**config.mk**
```make
export PLATFORM = sky130hd
export DESIGN_NAME = pwm_capture
export DESIGN_NICKNAME = d
export VERILOG_FILES = /design/src/rtl/pwm_capture.sv
export SDC_FILE = /design/constraint.sdc
export NUM_CORES = 1
export LEC_CHECK = 0
export ABC_AREA = 0
export ABC_CLOCK_PERIOD_IN_PS = 5400
export CELL_PAD_IN_SITES_DETAIL_PLACEMENT = 1
export CELL_PAD_IN_SITES_GLOBAL_PLACEMENT = 1
export CORE_UTILIZATION = 45
export CTS_CLUSTER_DIAMETER = 50
export DETAILED_ROUTE_END_ITERATION = 6
export PLACE_DENSITY = 0.89
export SKIP_LAST_GASP = 1
export SLEW_MARGIN = 10
export SYNTH_ARGS = -nofsm -noshare
export SYNTH_HDL_FRONTEND = slang
export SYNTH_SLANG_ARGS = --single-unit
```
**constraint.sdc**
```tcl
create_clock -name clk -period 5.4 [get_ports clk]
set_input_delay 1.08 -clock clk [delete_from_list [all_inputs] [get_ports clk]]
set_output_delay 1.08 -clock clk [all_outputs]
set_load 0.005 [all_outputs]
```
**src/rtl/pwm_capture.sv**
```systemverilog
// pwm_capture: measures an incoming PWM waveform.
//
// Reports the period (cycles between the last two rising edges) and the
// high time within that period, both as 16-bit cycle counts. A stuck
// input (no rising edge for 65535 cycles) raises a timeout level that
// stays up until the next valid measurement.
//
// Parameters:
//   SYNC_STAGES  number of synchroniser flops on pwm_i (must be >= 2)
//
// Ports:
//   clk        in   main clock
//   reset      in   synchronous, active-high reset
//   pwm_i      in   asynchronous PWM input
//   period_o   out  cycles between the last two rising edges
//   on_o       out  cycles the input was high within that period
//   valid_o    out  one-cycle pulse, period_o/on_o updated this cycle
//   timeout_o  out  level, no rising edge for 65535 cycles
//
// Build option:
//   PWM_CAPTURE_DEGLITCH_EN  when defined, a 3-sample agreement filter sits
//   between the synchroniser and the edge detector. Pulses and gaps shorter
//   than 3 cycles are ignored and latency grows by 2 cycles.

module pwm_capture #(
    parameter int unsigned SYNC_STAGES = 2
) (
    input  logic        clk,
    input  logic        reset,
    input  logic        pwm_i,
    output logic [15:0] period_o,
    output logic [15:0] on_o,
    output logic        valid_o,
    output logic        timeout_o
);

    typedef enum logic [1:0] {
        WAIT_LOW,
        WAIT_RISE,
        MEASURE
    } state_e;

    logic [SYNC_STAGES-1:0] sync_q;
    logic                   s;
    logic                   s_d_q;

    // Level seen by the measurement logic and its value one cycle earlier.
    logic lvl;
    logic lvl_prev;
    logic rise;

    state_e      state_q, state_d;
    logic [15:0] p_cnt_q, p_cnt_d;
    logic [15:0] h_cnt_q, h_cnt_d;
    logic [15:0] period_q, period_d;
    logic [15:0] on_q, on_d;
    logic        valid_q, valid_d;
    logic        timeout_q, timeout_d;

    assign s = sync_q[SYNC_STAGES-1];

`ifdef PWM_CAPTURE_DEGLITCH_EN
    logic s_dd_q;
    logic filt_q, filt_d;

    // s, s_d_q and s_dd_q are three consecutive samples; the filtered level
    // only follows s once all three agree. The edge detector looks at the
    // next filtered value against the registered one, so the filter costs
    // exactly two extra cycles on both edges.
    always_comb begin
        filt_d = filt_q;
        if ((s == s_d_q) && (s == s_dd_q)) begin
            filt_d = s;
        end
    end

    always_ff @(posedge clk) begin
        if (reset) begin
            s_dd_q <= 1'b0;
            filt_q <= 1'b0;
        end else begin
            s_dd_q <= s_d_q;
            filt_q <= filt_d;
        end
    end

    assign lvl      = filt_d;
    assign lvl_prev = filt_q;
`else
    assign lvl      = s;
    assign lvl_prev = s_d_q;
`endif

    assign rise = lvl & ~lvl_prev;

    always_comb begin
        state_d   = state_q;
        p_cnt_d   = p_cnt_q;
        h_cnt_d   = h_cnt_q;
        period_d  = period_q;
        on_d      = on_q;
        valid_d   = 1'b0;
        timeout_d = timeout_q;

        case (state_q)
            // Wait for a low level first so a period already in progress
            // when we start is never reported.
            WAIT_LOW: begin
                if (!lvl) begin
                    state_d = WAIT_RISE;
                end
            end

            WAIT_RISE: begin
                if (rise) begin
                    p_cnt_d = 16'd1;
                    h_cnt_d = 16'd1;
                    state_d = MEASURE;
                end
            end

            MEASURE: begin
                // The edge cycle itself counts as the first cycle of the new
                // period (and is high), hence the restart at 1.
                if (rise) begin
                    period_d  = p_cnt_q;
                    on_d      = h_cnt_q;
                    valid_d   = 1'b1;
                    timeout_d = 1'b0;
                    p_cnt_d   = 16'd1;
                    h_cnt_d   = 16'd1;
                end else if (p_cnt_q == 16'hFFFF) begin
                    // Leaving MEASURE here is what keeps the counters from
                    // ever wrapping.
                    timeout_d = 1'b1;
                    state_d   = WAIT_RISE;
                end else begin
                    p_cnt_d = p_cnt_q + 16'd1;
                    if (lvl) begin
                        h_cnt_d = h_cnt_q + 16'd1;
                    end
                end
            end

            default: begin
                state_d = WAIT_LOW;
            end
        endcase
    end

    always_ff @(posedge clk) begin
        if (reset) begin
            sync_q    <= '0;
            s_d_q     <= 1'b0;
            state_q   <= WAIT_LOW;
            p_cnt_q   <= 16'd0;
            h_cnt_q   <= 16'd0;
            period_q  <= 16'd0;
            on_q      <= 16'd0;
            valid_q   <= 1'b0;
            timeout_q <= 1'b0;
        end else begin
            sync_q    <= {sync_q[SYNC_STAGES-2:0], pwm_i};
            s_d_q     <= s;
            state_q   <= state_d;
            p_cnt_q   <= p_cnt_d;
            h_cnt_q   <= h_cnt_d;
            period_q  <= period_d;
            on_q      <= on_d;
            valid_q   <= valid_d;
            timeout_q <= timeout_d;
        end
    end

    assign period_o  = period_q;
    assign on_o      = on_q;
    assign valid_o   = valid_q;
    assign timeout_o = timeout_q;

endmodule

```
==> reports/metrics.cfg, run 1 <==
[critical_path]
critical_path_required_ns=5.66
worstSetupStartpointType=flip-flop
crit_family=simple AND/OR/NAND/NOR gates
cpPeakStageDelay_ns=0.80
timing.rr.end=p_cnt_q[9]
critPathBufInv=1
path_class=flip-flop to flip-flop
r2r_start=p_cnt_q[0]
worstPathArrival_ns=3.01
critPathSlowestCell=nor4_4
cp_max_fo=21
crit_path_cell_trace=ha_1, nand4_1, nor4_4, buf_4, a21oi_1, a311oi_1
r2r_slack_ns=2.64
worstSetupStartpoint=p_cnt_q[0]
path_depth=6
reg2regPathDepth=6
setup.worst_path.end_class=flip-flop
setup.worst_path.end=p_cnt_q[9]

[sta]
finalSetupViolations=0
drv_slew=0
clock_skew_ns=0.00616
hold_slack_ns=0.451
period_share=0.511
tightestPinTransition_ns=1.17
finalCriticalPeriod_ns=2.76
tns_ns=0
fmax_mhz=363
hold_violations=0
rsz0062_at_grt=no
max_slew_margin=0.221

[placed_design]
place_hpwl_um=5870
io_buffers=36
place.gp.congestion=0.868

[final_layout]
nets=419
layout-drive-gt1-share=0.0740
fill_cells=834
area_growth_pct=16.9
n_antenna_cell=0

[cts]
clock_sinks=71
numCtsBuffers=9
htree_levels=3
cts_tree=yes
clock_path_buffers=2
clk_latency_ns=0.35
ctsResizeCount=0
cts_hold_buffers=0
cts.clk_slew.worst_paths_ns=0.08
clock_tree.root_cell=clkbuf_8
cts_setup_buffers=0

[drt]
via_per_inst=5.79
drc=0
wl_met3_um=338
wl_um=8770
drtIter0Drc=178
route.met2.wl_um=4100
wl_per_cell_um=17.0
highest_layer=met4
wl_met1_um=4190
dr_total_vias=2984
ant_nets=0
first_pass_iters=4

[floorplan]
core_mm2=0.00694
io_pins=37
row_count=30
start_util=0.474
die_h_um=87.5
die-area_mm2=0.00766
die_x_um=87.5

[grt]
grt_pass1_wl_um=14600
grt_pass1_vias=2930
gr-usage-all-layers=0.250
antenna_found_initial=0
gr-total-overflow=0
grt_max_degree=63

[yosys]
yosysWarnings=0
synth_edf_count=0
ys_top_cells_by_area=dfxtp_1, nand2_1, a21oi_1
yosys_register_bits=71
synth_seq_area_share=0.432
synth_flop_cell=dfxtp_1
syn_area_per_cell_um2=8.36
synthCells=394
async_reset_ff_frac=0
yosysTopAreaCell=dfxtp_1
yosysTopAreaCellShare=0.432
postSynthNetCount=399
netlist-cell-type-count=57
synth_area_mm2=0.00329

[pwr]
p_leak_uw=0.00128
powerDensity_mw_per_mm2=267
vdd_drop_max_mv=0.131

[status]
status=complete, no violations

[job]
cap_violations=0

[min_path]
min_path_type=flip-flop to flip-flop

state kept, by name, indices dropped and copies added (netlist names):
name       cells
valid_o        1
h_cnt_q       16
p_cnt_q       16
period_o      16
on_o          16
lvl_prev       1
state_q        2
timeout_o      1
sync_q         2
routing by layer:
metal,vias to the layer above,GRT usage
met5,-,0
met4,0,0.103
met3,13,0.0396
met2,57,0.406
met1,1452,0.333
li1,1462,-
where the power goes:
part	switching, µW	internal [µW]	total, µW
logic	21.8	10.4	32.2
registers	6.46	527	533
clock network	202	259	461
total	230	797	1030
placed cells by master, fill, tap and decap left out, drive strengths merged, types with 3 or more instances in the layout:
cell type / n
a2111oi: 5
a211o: 6
a211oi: 5
a21oi: 43
a311oi: 5
a31oi: 7
and3: 7
and4: 4
buf: 4
clkbuf: 12
clkdlybuf4s50: 35
dfxtp: 71
inv: 4
mux2i: 7
nand2: 87
nand2b: 13
nand3: 14
nand4: 8
nor2: 10
nor2b: 6
nor3: 7
nor4: 5
o211a: 3
o211ai: 4
o21ai: 8
or3: 4
or4: 7
kinds of logic (layout without fill, tap and decap cells):
logic type                 after synthesis  after routing  synth area share
buffers and inverters                   34             59            0.0498
DFF                                     71             71             0.432
and+or+nand+nor                        180            180             0.282
muxes                                    7              7            0.0213
xor gates and xnor gates                 1              1           0.00266
AOI/OAI and AO/OA                       99             99             0.204
adders and majority gates                2              2           0.00760
Yosys cell counts (7+ instances only):
| cell type | n |
|---|---|
| nor3_1 | 7 |
| dfxtp_1 | 71 |
| nand2_1 | 87 |
| nand3_1 | 13 |
| nand2b_1 | 13 |
| nor2_1 | 10 |
| clkbuf_1 | 16 |
| or4_1 | 7 |
| o21ai_0 | 7 |
| a31oi_1 | 7 |
| mux2i_1 | 7 |
| nand4_1 | 7 |
| a21oi_1 | 43 |
cell type report:
class,count,area [µm²],share of cell area
well taps,96,120,0.0312
multi-input cells,289,1710,0.444
repair buffers,39,378,0.0982
clock buffers,12,135,0.0351
flip-flops and latches,71,1420,0.369
clock inverters,4,70.1,0.0182
inverters,4,15.0,0.00390
stage by stage:
step | worst slack (ns) | total power [µW] | cell area [µm²] | instances | utilization
3_5_place_dp | 2.41 | 577 | 3640 | 499 | 0.525
3_3_place_gp | 2.42 | 576 | 3640 | 499 | 0.525
4_1_cts | 2.62 | 1030 | 3850 | 515 | 0.554
2_1_floorplan | 3.08 | 569 | 3290 | 394 | -
5_1_grt | 2.35 | 1060 | 3850 | 515 | 0.554
6_report | 2.64 | 1030 | 3850 | 515 | 0.554
how the worst min path moves through the flow:
stage / from / end / slack (ns) / cells after the start
after detailed placement: sync_q[0] / sync_q[1] / 0.43 / 1
after global placement: sync_q[0] / sync_q[1] / 0.42 / 1
after CTS: sync_q[0] / sync_q[1] / 0.46 / 1
after global routing: on_o[9] / on_o[9] / 0.47 / 2
after floorplan: sync_q[0] / sync_q[1] / 0.41 / 1
final: sync_q[0] / sync_q[1] / 0.45 / 1
Note: power is estimated with default switching activity, not from simulation.
==> run 2: changes to the inputs <==
- ABC_CLOCK_PERIOD_IN_PS: 5400 -> 2700
- CORE_UTILIZATION: 45 -> 42
- PLACE_DENSITY: 0.89 -> 0.84
- clock period: 5.4 -> 2.7 ns (I/O delays scaled with it)
==> reports/metrics.cfg, run 2 (synthesized netlist as in run 1, its figures left out) <==
[status]
status=complete, no violations

[cts]
cts_hold_buffers=0  ; unchanged
ctsResizeCount=0  ; unchanged
cts_setup_buffers=0  ; unchanged
clock_sinks=71  ; unchanged
clk_latency_ns=0.36  ; about the same
cts.clk_slew.worst_paths_ns=0.08  ; about the same
htree_levels=3  ; unchanged
clock_path_buffers=2  ; unchanged
cts_tree=yes
numCtsBuffers=9  ; unchanged
clock_tree.root_cell=clkbuf_8

[floorplan]
die_x_um=90.5  ; +3.4%
row_count=31  ; +3.3%
core_mm2=0.00741  ; +6.7%
io_pins=37  ; unchanged
die-area_mm2=0.00820  ; +7.0%
die_h_um=90.5  ; +3.4%
start_util=0.444  ; -0.0297

[grt]
gr-usage-all-layers=0.232  ; -0.0181
gr-total-overflow=0  ; unchanged
antenna_found_initial=0  ; unchanged
grt_pass1_vias=3114  ; +6.3%
grt_pass1_wl_um=15200  ; +3.7%
grt_max_degree=25  ; -60%

[final_layout]
area_growth_pct=19.0
n_antenna_cell=0  ; unchanged
layout-drive-gt1-share=0.0896  ; +0.0156
mostFrequentLayoutCells=nand2_1, dfxtp_1, a21oi_1, clkdlybuf4s50_1
nets=425  ; +1.4%
layout_commonest_cell=nand2_1
finish.utilization=0.529  ; -0.0256

[critical_path]
critical_path_required_ns=2.99  ; -2.67 ns
reg2regPathDepth=4  ; -2
worstPathArrival_ns=2.59  ; -0.42 ns
worstSetupStartpoint=sync_q[1]
r2r_start=sync_q[1]
cp_max_fo=13  ; -38%
path_class=flip-flop to flip-flop
r2r_slack_ns=0.41  ; -2.23 ns
worstSetupStartpointType=flip-flop
setup.worst_path.end_class=flip-flop

[sta]
fmax_mhz=436  ; +20%
tightestPinTransition_ns=0.979  ; -0.187 ns
drv_slew=0  ; unchanged
finalSetupViolations=0  ; unchanged
tns_ns=0  ; unchanged
rsz0062_at_grt=no
period_share=0.849  ; +0.338
hold_violations=0  ; unchanged
finalCriticalPeriod_ns=2.29  ; -0.467 ns
max_slew_margin=0.348  ; +0.126
clock_skew_ns=0.0100  ; +0.00386 ns

[placed_design]
place_hpwl_um=6160  ; +4.9%
place.gp.congestion=0.823  ; -5.2%
io_buffers=36  ; unchanged

[drt]
first_pass_iters=4  ; unchanged
drtIter0Drc=116  ; -35%
dr_total_vias=3027  ; +1.4%
wl_um=8880  ; +1.2%
via_per_inst=5.79  ; -0.11%
wl_per_cell_um=17.0  ; -0.32%
drc=0  ; unchanged
ant_nets=0  ; unchanged

[min_path]
min_path_type=flip-flop to flip-flop
hp-start=on_o[5]
hold_depth=2  ; +1

[pwr]
powerDensity_mw_per_mm2=530  ; +99%
p_leak_uw=0.00132  ; +2.8%
vdd_drop_max_mv=0.264  ; +100%

[job]
cap_violations=0  ; unchanged

[run 2: final cells by class]
type / instances / area (µm²)
sequential: 71 / 1420
clock buffer: 11 / 141
fill: 887 / 3490
multi-input combinational: 289 / 1710
timing repair buffer: 45 / 435
clock inverter: 4 / 70.1
tap: 99 / 124
inverter: 4 / 15.0
[run 2: worst paths after layout]
path,end
hold / removal,on_o[5]
setup reg to reg,h_cnt_q[15]
hold reg to reg,on_o[5]
setup / recovery,h_cnt_q[15]
[run 2: critical path, stage by stage (launching register included)]
cell       delay [ns]
dfxtp_1          0.43
nor2b_1          0.67
nor2_1           0.25
a2111oi_0        0.64
mux2i_1          0.24
[run 2: metrics by stage]
| step | instance area (µm²) | power (µW) | hold slack [ns] | worst slack, ns | cells |
|---|---|---|---|---|---|
| 5_1_grt | 3920 | 2140 | 0.479 | 0.266 | 523 |
| 3_5_place_dp | 3700 | 1160 | 0.448 | 0.472 | 508 |
| 4_1_cts | 3920 | 2080 | 0.458 | 0.466 | 523 |
| 2_1_floorplan | 3290 | 1140 | 0.414 | 0.919 | 394 |
| 6_report | 3920 | 2080 | 0.454 | 0.408 | 523 |
| 3_3_place_gp | 3700 | 1150 | 0.422 | 0.576 | 508 |
[run 2: metal layers]
layer | GRT usage | vias up | wire length [µm]
met1 | 0.289 | 1485 | 4130
met4 | 0.101 | 0 | 138
li1 | - | 1484 | -
met5 | 0 | - | 0
met3 | 0.0471 | 12 | 281
met2 | 0.388 | 46 | 4330
[run 2: where the power goes]
| group | leakage (µW) | internal (µW) | total (µW) | switching [µW] |
|---|---|---|---|---|
| sequential | 0.000573 | 1050 | 1070 | 12.8 |
| clock | 0.000109 | 538 | 942 | 405 |
| combinational | 0.000639 | 22.9 | 67.0 | 44.2 |
==> run 3: changes to the inputs <==
- ABC_CLOCK_PERIOD_IN_PS: 2700 -> 1900
- CORE_UTILIZATION: 42 -> 38
- PLACE_DENSITY: 0.84 -> 0.81
- clock period: 2.7 -> 1.9 ns (I/O delays scaled with it)
==> reports/metrics.cfg, run 3 (synthesized netlist as in run 1, its figures left out) <==
[sta]
max_slew_margin=0.655  ; +0.307
fin_ws_ns=-0.0414  ; -0.449 ns
hold_violations=0  ; unchanged
rsz0062_at_grt=yes
period_share=1.02  ; +0.173
tns_ns=-0.110  ; -0.110 ns
tightestPinTransition_ns=0.516  ; -0.462 ns
finalCriticalPeriod_ns=1.94  ; -0.351 ns
clock_skew_ns=0.0130  ; +0.00294 ns
drv_slew=0  ; unchanged
finalSetupViolations=6  ; +6
fmax_mhz=515  ; +18%

[cts]
clock_sinks=71  ; unchanged
htree_levels=3  ; unchanged
cts.clk_slew.worst_paths_ns=0.08  ; about the same
numCtsBuffers=9  ; unchanged
clock_tree.root_cell=clkbuf_8
clock_path_buffers=2  ; unchanged
clk_latency_ns=0.36  ; about the same
cts_hold_buffers=0  ; unchanged
cts_tree=yes

[critical_path]
critPathSlowestCell=nor4_4
critical_path_required_ns=2.16  ; -0.83 ns
reg2regPathDepth=7  ; +3
setup.worst_path.end_class=flip-flop
r2r_slack_ns=-0.04  ; -0.45 ns
timing.rr.end=p_cnt_q[6]
worstSetupStartpoint=p_cnt_q[0]
cpPeakStageDelay_ns=0.46  ; -0.21 ns
path_class=flip-flop to flip-flop
crit_path_cell_trace=ha_4, nand4_1, nor4_4, buf_12, a21oi_1, buf_4, a311oi_2
worstPathArrival_ns=2.21  ; -0.38 ns
worstSetupStartpointType=flip-flop
r2r_start=p_cnt_q[0]
setup.worst_path.end=p_cnt_q[6]
cp_max_fo=6  ; -7

[floorplan]
die-area_mm2=0.00904  ; +10%
row_count=33  ; +6.5%
die_h_um=95.1  ; +5.0%
core_mm2=0.00830  ; +12%
io_pins=37  ; unchanged
start_util=0.397  ; -0.0477
die_x_um=95.1  ; +5.0%

[pwr]
power.total_uw=3050  ; +47%
powerDensity_mw_per_mm2=702  ; +32%
vdd_drop_max_mv=0.351  ; +33%
p_leak_uw=0.00154  ; +17%

[final_layout]
fin_area_mm2=0.00435  ; +11%
finish.utilization=0.524  ; -0.00413
area_growth_pct=32.2
nets=463  ; +8.9%
mostFrequentLayoutCells=nand2_1, dfxtp_1, a21oi_1, buf_4, clkdlybuf4s50_1
layout-drive-gt1-share=0.203  ; +0.113
layout_commonest_cell=nand2_1
final_cells=568  ; +8.6%
n_antenna_cell=0  ; unchanged

[min_path]
min_path_type=input port to flip-flop
hold_depth=2  ; unchanged

[job]
cap_violations=0  ; unchanged

[drt]
via_per_inst=5.89  ; +1.8%
dr_total_vias=3347  ; +11%
first_pass_iters=4  ; unchanged
drtIter0Drc=264  ; +130%
ant_nets=0  ; unchanged
wl_per_cell_um=19.9  ; +17%
drc=0  ; unchanged
wl_um=11300  ; +27%

[status]
violations=negative setup slack
status=finished, violations left

[grt]
gr-usage-all-layers=0.236  ; +0.00407
grt_pass1_wl_um=16300  ; +7.4%
gr-total-overflow=0  ; unchanged
grt_max_degree=56  ; +120%
antenna_found_initial=0  ; unchanged
grt_pass1_vias=3243  ; +4.1%

[placed_design]
dpl_cell_area_mm2=0.00396  ; +6.8%
place.gp.congestion=0.920  ; +12%
place_hpwl_um=6820  ; +11%
placed_cells=545  ; +7.3%
io_buffers=36  ; unchanged

-- run 3: cell count changes in the layout (fill, tap and decap cells not counted), sizes merged --
cell	previous run	this run
clkinv	2	1
clkbuf	11	14
buf	10	47
-- run 3: area by class of cell --
cell class,count,area (µm²)
tap,105,131
multi-input combinational,289,1790
inverter,4,15.0
timing repair buffer,83,763
fill,984,3950
clock inverter,3,65.1
clock buffer,13,159
sequential,71,1430
-- run 3: how the worst min path moves through the flow --
stage	start	end	slack, ns
finish	reset	p_cnt_q[3]	0.36
global route	reset	p_cnt_q[2]	0.38
CTS	reset	p_cnt_q[2]	0.36
detailed placement	sync_q[0]	sync_q[1]	0.44
global placement	sync_q[0]	sync_q[1]	0.42
floorplan	sync_q[0]	sync_q[1]	0.41
-- run 3: metrics by stage --
stage	setup WS [ns]	hold WS, ns
finish	-0.0414	0.360
global route	-0.112	0.384
CTS	0.0204	0.365
detailed placement	0.0456	0.438
global placement	0.119	0.425
floorplan	0.150	0.414
-- run 3: power by group --
part / internal (µW) / switching, µW
Combinational: 47.8 / 83.1
Clock: 811 / 598
Sequential: 1500 / 15.2
-- run 3: what timing repair did --
item                       4_1_cts  5_1_grt
buffers inserted                 0        6
gates resized for setup          0       25
setup endpoints to repair        0       17
-- run 3: layer usage --
metal	track usage	part of all wire
met1	0.311	0.46
met3	0.0407	0.048
met2	0.382	0.47
met5	0	0
met4	0.0972	0.025
-- run 3: worst max-delay path: cells and delay by family, from the launching register on --
family,cells,cell delay (ns)
compound gates,2,0.34
fa+ha+maj,1,0.14
buf+inv,2,0.37
flops,1,0.38
simple gates,2,0.62
